**src/rtl/dnn_argmax_fix.sv**
```systemverilog
// Argmax classifier for the MNIST engine's output logits.
// Captures all logits on start, scans one per cycle, then holds the result under valid/ready.
module dnn_argmax_fix #(
  parameter int DATA_WIDTH  = 12,
  parameter int NUM_CLASSES = 10,
  parameter int IDX_WIDTH   = 4
) (
  input  logic                              clk,
  input  logic                              rst,
  input  logic                              start,
  input  logic [NUM_CLASSES*DATA_WIDTH-1:0] logits,
  output logic                              busy,
  output logic                              out_valid,
  input  logic                              out_ready,
  output logic [IDX_WIDTH-1:0]              class_idx,
  output logic [DATA_WIDTH-1:0]             class_max,
  output logic [DATA_WIDTH-1:0]             margin
);

  localparam logic [1:0] IDLE = 2'd0;
  localparam logic [1:0] SCAN = 2'd1;
  localparam logic [1:0] HOLD = 2'd2;

  localparam logic [IDX_WIDTH-1:0] LAST = IDX_WIDTH'(NUM_CLASSES - 1);
  localparam logic signed [DATA_WIDTH-1:0] MOST_NEG = {1'b1, {(DATA_WIDTH-1){1'b0}}};

  logic [1:0]                   state;
  logic signed [DATA_WIDTH-1:0] lreg [NUM_CLASSES];
  logic signed [DATA_WIDTH-1:0] best;
  logic signed [DATA_WIDTH-1:0] second;
  logic [IDX_WIDTH-1:0]         best_idx;
  logic [IDX_WIDTH-1:0]         cnt;

  logic signed [DATA_WIDTH-1:0] cur;
  logic signed [DATA_WIDTH-1:0] best_nx;
  logic signed [DATA_WIDTH-1:0] second_nx;
  logic [IDX_WIDTH-1:0]         idx_nx;
  logic [DATA_WIDTH:0]          diff;

  // Strict > keeps the lowest index on ties; an equal value still lifts second.
  always_comb begin
    cur       = lreg[cnt];
    best_nx   = best;
    second_nx = second;
    idx_nx    = best_idx;
    if (cur > best) begin
      second_nx = best;
      best_nx   = cur;
      idx_nx    = cnt;
    end else if (cur > second) begin
      second_nx = cur;
    end
    diff = {best_nx[DATA_WIDTH-1], best_nx} - {second_nx[DATA_WIDTH-1], second_nx};
  end

  always_ff @(posedge clk or negedge rst) begin
    if (!rst) begin
      state     <= IDLE;
      busy      <= 1'b0;
      out_valid <= 1'b0;
      class_idx <= '0;
      class_max <= '0;
      margin    <= '0;
      best      <= '0;
      second    <= '0;
      best_idx  <= '0;
      cnt       <= '0;
      for (int unsigned i = 0; i < NUM_CLASSES; i++) lreg[i] <= '0;
    end else begin
      case (state)
        IDLE: begin
          if (start) begin
            for (int unsigned i = 0; i < NUM_CLASSES; i++)
              lreg[i] <= logits[i*DATA_WIDTH +: DATA_WIDTH];
            best     <= logits[DATA_WIDTH-1:0];
            best_idx <= '0;
            second   <= MOST_NEG;
            cnt      <= IDX_WIDTH'(1);
            state    <= SCAN;
            busy     <= 1'b1;
          end
        end
        SCAN: begin
          best     <= best_nx;
          second   <= second_nx;
          best_idx <= idx_nx;
          cnt      <= cnt + 1'b1;
          // Outputs take the post-comparison values so the last logit counts.
          if (cnt == LAST) begin
            state     <= HOLD;
            out_valid <= 1'b1;
            class_idx <= idx_nx;
            class_max <= best_nx;
            margin    <= diff[DATA_WIDTH-1:0];
          end
        end
        HOLD: begin
          if (out_ready) begin
            state     <= IDLE;
            out_valid <= 1'b0;
            busy      <= 1'b0;
          end
        end
        default: begin
          state     <= IDLE;
          out_valid <= 1'b0;
          busy      <= 1'b0;
        end
      endcase
    end
  end

endmodule

```
**config.mk**
```make
export PLATFORM = sky130hd
export DESIGN_NAME = dnn_argmax_fix
export DESIGN_NICKNAME = d
export VERILOG_FILES = /design/src/rtl/dnn_argmax_fix.sv
export SDC_FILE = /design/constraint.sdc
export NUM_CORES = 1
export LEC_CHECK = 0
export ABC_AREA = 1
export CORE_MARGIN = 2
export CORE_UTILIZATION = 35
export CTS_BUF_LIST = sky130_fd_sc_hd__clkbuf_8
export CTS_CLUSTER_DIAMETER = 150
export DETAILED_ROUTE_END_ITERATION = 6
export GPL_TIMING_DRIVEN = 0
export PLACE_DENSITY_LB_ADDON = 0.3
export SYNTH_ARGS = -nofsm -noshare
export SYNTH_HDL_FRONTEND = slang
export SYNTH_SLANG_ARGS = --single-unit
export TNS_END_PERCENT = 5
```
**constraint.sdc**
```tcl
create_clock -name clk -period 8.43 [get_ports clk]
set_input_delay 1.2645 -clock clk [delete_from_list [all_inputs] [get_ports clk]]
set_output_delay 1.2645 -clock clk [all_outputs]
set_load 0.01 [all_outputs]
```
### Yosys cells after proc, flatten, opt, wreduce, memory -nomap -nowiden

Cells that the tools add are included.

| storage, ports and cells | value |
|---|---|
| bits in registers | 184 |
| bits of input ports | 124 |
| output and inout port bits | 30 |
| logic and storage cells | 66 |

| operators by class | value |
|---|---|
| add/sub/neg operators | 2 |
| order comparisons | 3 |
| equal/unequal tests | 6 |
| multiplexer cells | 24 |
| bitwise gates (word level) | 3 |
| reduce and logical (&&, ||, !) cells | 8 |

Operator list:

| kind | count |
|---|---|
| two-way mux 12 bit | 7 |
| binary-select mux 12 bit (select 4 bit) | 1 |
| one-hot mux 12 bit (2 select lines) | 2 |
| greater-than comparator 12 bit | 2 |
| one-hot mux 4 bit (2 select lines) | 2 |
| two-way mux 4 bit | 3 |
| subtractor 12 bit | 1 |
| AND reduction 3 bit | 3 |
| two-way mux 2 bit | 3 |
| inequality test 2 bit (second input constant) | 3 |
| one-hot mux 1 bit (3 select lines) | 2 |
| one-hot mux 2 bit (3 select lines) | 1 |
| AND reduction 2 bit | 3 |
| greater-or-equal comparator 5 bit (second input constant) | 1 |
| inverter 4 -> 5 bit | 1 |
| adder 4 x 1 -> 4 bit (second input constant) | 1 |
| == test 4 bit (second input constant) | 1 |
| two-way mux 1 bit | 3 |
| == test 2 x 1 -> 1 bit (second input constant) | 1 |
| == test 2 bit (second input constant) | 1 |
| logical NOT 2 bit | 1 |
| inverter 1 bit | 2 |
| nonzero test 2 bit | 1 |

### Longest topological paths before layout

| depth | value |
|---|---|
| depth in word-level cells | 8 |
| depth in mapped cells | 37 |
| depth with buffers taken out | 34 |

### Worst setup path before layout

No wires, ideal clock.

| timing | value |
|---|---|
| kind | flip-flop to flip-flop |
| start | register cnt[0] |
| end | register margin[10] |
| setup time | 117 ps |
| arrival time | 4,179 ps |
| data required time | 8,313 ps |
| slack | 4,134 ps |
| stages on the path, launching flop included | 33 |
| path buffers | 5 |
| clock period less this slack | 4,296 ps |
| cells stage by stage | dfrtp_1 inv_1 buf_2 buf_2 buf_1 o21ai_0 o221ai_1 nand3_1 nand2_1 ha_1 nand2_1 nor2_2 and2_1 nand2_1 nand3_1 nand2_1 nand2_2 nand2_4 buf_2 clkbuf_1 o21ai_0 inv_1 ha_1 inv_1 fa_1 nand3_1 nand2_1 nand3_1 nand2_2 nand2_1 nand3_1 nand3_1 nand2_1 |

| on the way | value |
|---|---|
| word-level cells in the longest chain between the ends | 8 |

Ends and longest elaborated chain:

| item | RTL line | RTL |
|---|---|---|
| start, declared | 32 | `logic [IDX_WIDTH-1:0] cnt;` |
| start signal, assigned | 87 | `cnt <= cnt + 1'b1;` |
| inverter 4 -> 5 bit (not written as such) | 42 | `cur = lreg[cnt];` |
| binary-select mux 12 bit (select 4 bit) | 42 |  |
| two-way mux 12 bit (not written as such) (2 in series) | 42 |  |
| greater-than comparator 12 bit | 50 | `end else if (cur > second) begin` |
| two-way mux 12 bit | 50 |  |
| two-way mux 12 bit | 46 | `if (cur > best) begin` |
| subtractor 12 bit | 53 | `diff = {best_nx[DATA_WIDTH-1], best_nx} - {second_nx[DATA_WIDTH-1], second_nx};` |
| end signal, assigned | 94 | `margin <= diff[DATA_WIDTH-1:0];` |
| end, declared | 17 | `output logic [DATA_WIDTH-1:0] margin` |

Several ways; a longest one is shown, not always the timed one. The select of a mux whose other input is x is not followed.
A chain may end at the register's enable or synchronous reset.

### Worst setup path in the final report

| timing | value |
|---|---|
| start | register cnt[0] |
| end | register margin[8] |

The elaborated chain is that of the path after synthesis.

==> impl_metrics.ini <==
[min_path]
worstHoldStart = lreg[17]
hold_class = register to register

[clocking]
cts_buffers = 17
cts.hold.buffers_added = 0
cts.htree.levels = 4
clock_latency_ps = 490
clockRootBuffer = clkbuf_8
cts_buffer_depth = 2
cts_setup_buffers = 0
cts.clk_slew.worst_paths_ps = 110
cts.sinks = 184
cts_tree = built
cts_resized = 0

[run_status]
status = complete, no violations

[floorplanning]
coreArea_sq_um = 28470
die_x_microns = 173.5
die_h_microns = 173.5
core.rowCount = 62
dieArea_sq_um = 30100
start_util = 0.3532
ioPinCount = 154

[sta]
maxSlewHeadroom = 0.4283
period_needed_ps = 5850
finalClockSkew_ps = 19.21
rsz0062_at_grt = no
tns_ps = 0
hold_viol = 0
setup_ws_ps = 2580
drv_slew = 0
max_freq_ghz = 0.1709
tightest_slew_ps = 854.4
fin_crit_sh = 0.6940
setup_viol = 0

[finish]
area_growth_pct = 24.63
layout-drive-gt1-share = 0.06303
layout_common_cells = nand2_1, dfrtp_1, clkdlybuf4s50_1
antenna_cells = 0
fin_cells = 1923
fillCellCount = 2927
final_common_cell = nand2_1
post-route-util = 0.4401
nNetsFinal = 1682

[critical_path]
critical_path_class = register to register
crit_path_start = cnt[0]
r2r-start = cnt[0]
worstSetupStartpointType = register
critPathArrivalTime_ps = 6230
critPathMostFrequentCell = nand2_1
r2r-end = margin[8]
max_stage_delay_ps = 510
critPathCapture = margin[8]
cp_max_fo = 10
critPathRequiredTime_ps = 8810
slowest_stage = clkbuf_1
crit_path_end_kind = register
rrSetupSlack_ps = 2580
r2r_cells = 30

[global_routing]
antenna_found_initial = 0
grt_util_met1 = 0.2898
grt_pass1_vias = 9508
grtUsageMet3 = 0.03180
grt_busiest_layer = met2
grt_pass1_wl_microns = 50830
grt_max_degree = 95
grt_usage = 0.2133
overflow = 0
grt.met2_usage = 0.3603

[yosys]
syn_inst = 1353
synth.distinct_cells = 43
synth-seq-cells = 184
synth-seq-area-share = 0.4579
synth_area_sq_um = 10050
synth-edff-count = 0
synth_nets = 1509
yosysWarnings = 0
avgSynthCellArea_sq_um = 7.431
synth_ff_type = dfrtp_1
async_flop_share = 1.000

[routing]
ant_nets = 0
drc = 0
drt-total-wl_microns = 31430
dr.pass1.iters = 5
drtIter0Drc = 813
vias = 9508
post_drt_wl_per_cell_microns = 16.35
vias_per_cell = 4.944

[placed_design]
port_buffers = 153
dpl.cell_count = 1891
dp_hpwl_microns = 24250
dp_slack_ps = 2761
place_congestion = 0.9095

[job]
maxCapViolCount = 0
Yosys cell counts, drive strengths merged, types with 2 or more instances:
cell	count	area (sq um)
nand2	590	2262
dfrtp	184	4604
inv	113	426.7
o21ai	102	510.5
nand3	97	530.5
nor2	62	247.7
clkbuf	43	161.4
ha	31	387.9
buf	27	172.7
a21oi	20	103.9
o211ai	19	142.6
o22ai	15	93.84
o221ai	14	122.6
nand4	10	75.07
xor2	4	35.03
a22oi	3	22.52
a31oi	3	18.77
a21o	2	15.01
nand3b	2	15.01
xnor2	2	17.52
stage by stage:
step | hold slack [ps] | cell area, sq um
floorplan | 436.6 | 10050
global placement | 450.7 | 12070
detailed placement | 454.0 | 12100
CTS | 482.4 | 12530
global route | 495.0 | 12530
finish | 477.7 | 12530
critical path: cells and delay by family, from the launching register on:
kind / cells / cell delay [ps]
flip-flops: 1 / 410
AND/OR/NAND/NOR: 17 / 2110
buffers and inverters: 8 / 2010
adder cells (fa/ha/maj): 3 / 670
AO/OA/AOI/OAI: 2 / 530
cell type report:
type / instances / area, sq um / share of cell area
Buffer: 70 / 334.1 / 0.02666
Clock buffer: 17 / 234.0 / 0.01867
Clock inverter: 15 / 197.7 / 0.01578
Inverter: 114 / 430.4 / 0.03435
Multi-Input combinational cell: 985 / 4686 / 0.3739
Sequential cell: 184 / 4604 / 0.3674
Tap cell: 384 / 480.5 / 0.03834
Timing Repair Buffer: 154 / 1564 / 0.1248
state kept, by name, summed over array words and instances (netlist names):
register,flops
lreg,120
best,12
class_max,12
margin,12
second,12
best_idx,4
class_idx,4
cnt,4
state,2
busy,1
out_valid,1
worst min path at each step:
stage,endpoint,slack (ps),depth (start not counted)
global route,lreg[47],500,2
detailed placement,lreg[56],450,2
CTS,lreg[56],480,2
floorplan,lreg[104],440,2
finish,lreg[17],480,2
global placement,lreg[58],450,2
cells by family after synthesis:
family / synth area share
xor gates and xnor gates: 0.005226
buffers and inverters: 0.07603
muxes: 0.0009956
adders and majority gates: 0.04057
DFF: 0.4579
and+or+nand+nor: 0.3136
AOI/OAI and AO/OA: 0.1057
metal layers:
metal,vias up,part of all wire
li1,4686,-
met1,4479,0.45
met2,310,0.48
met3,33,0.057
met4,0,0.014
met5,-,0
Power is left out: the tool's default activity adds up to more than one toggle a clock period on the data nets, which glitch-free logic cannot reach.
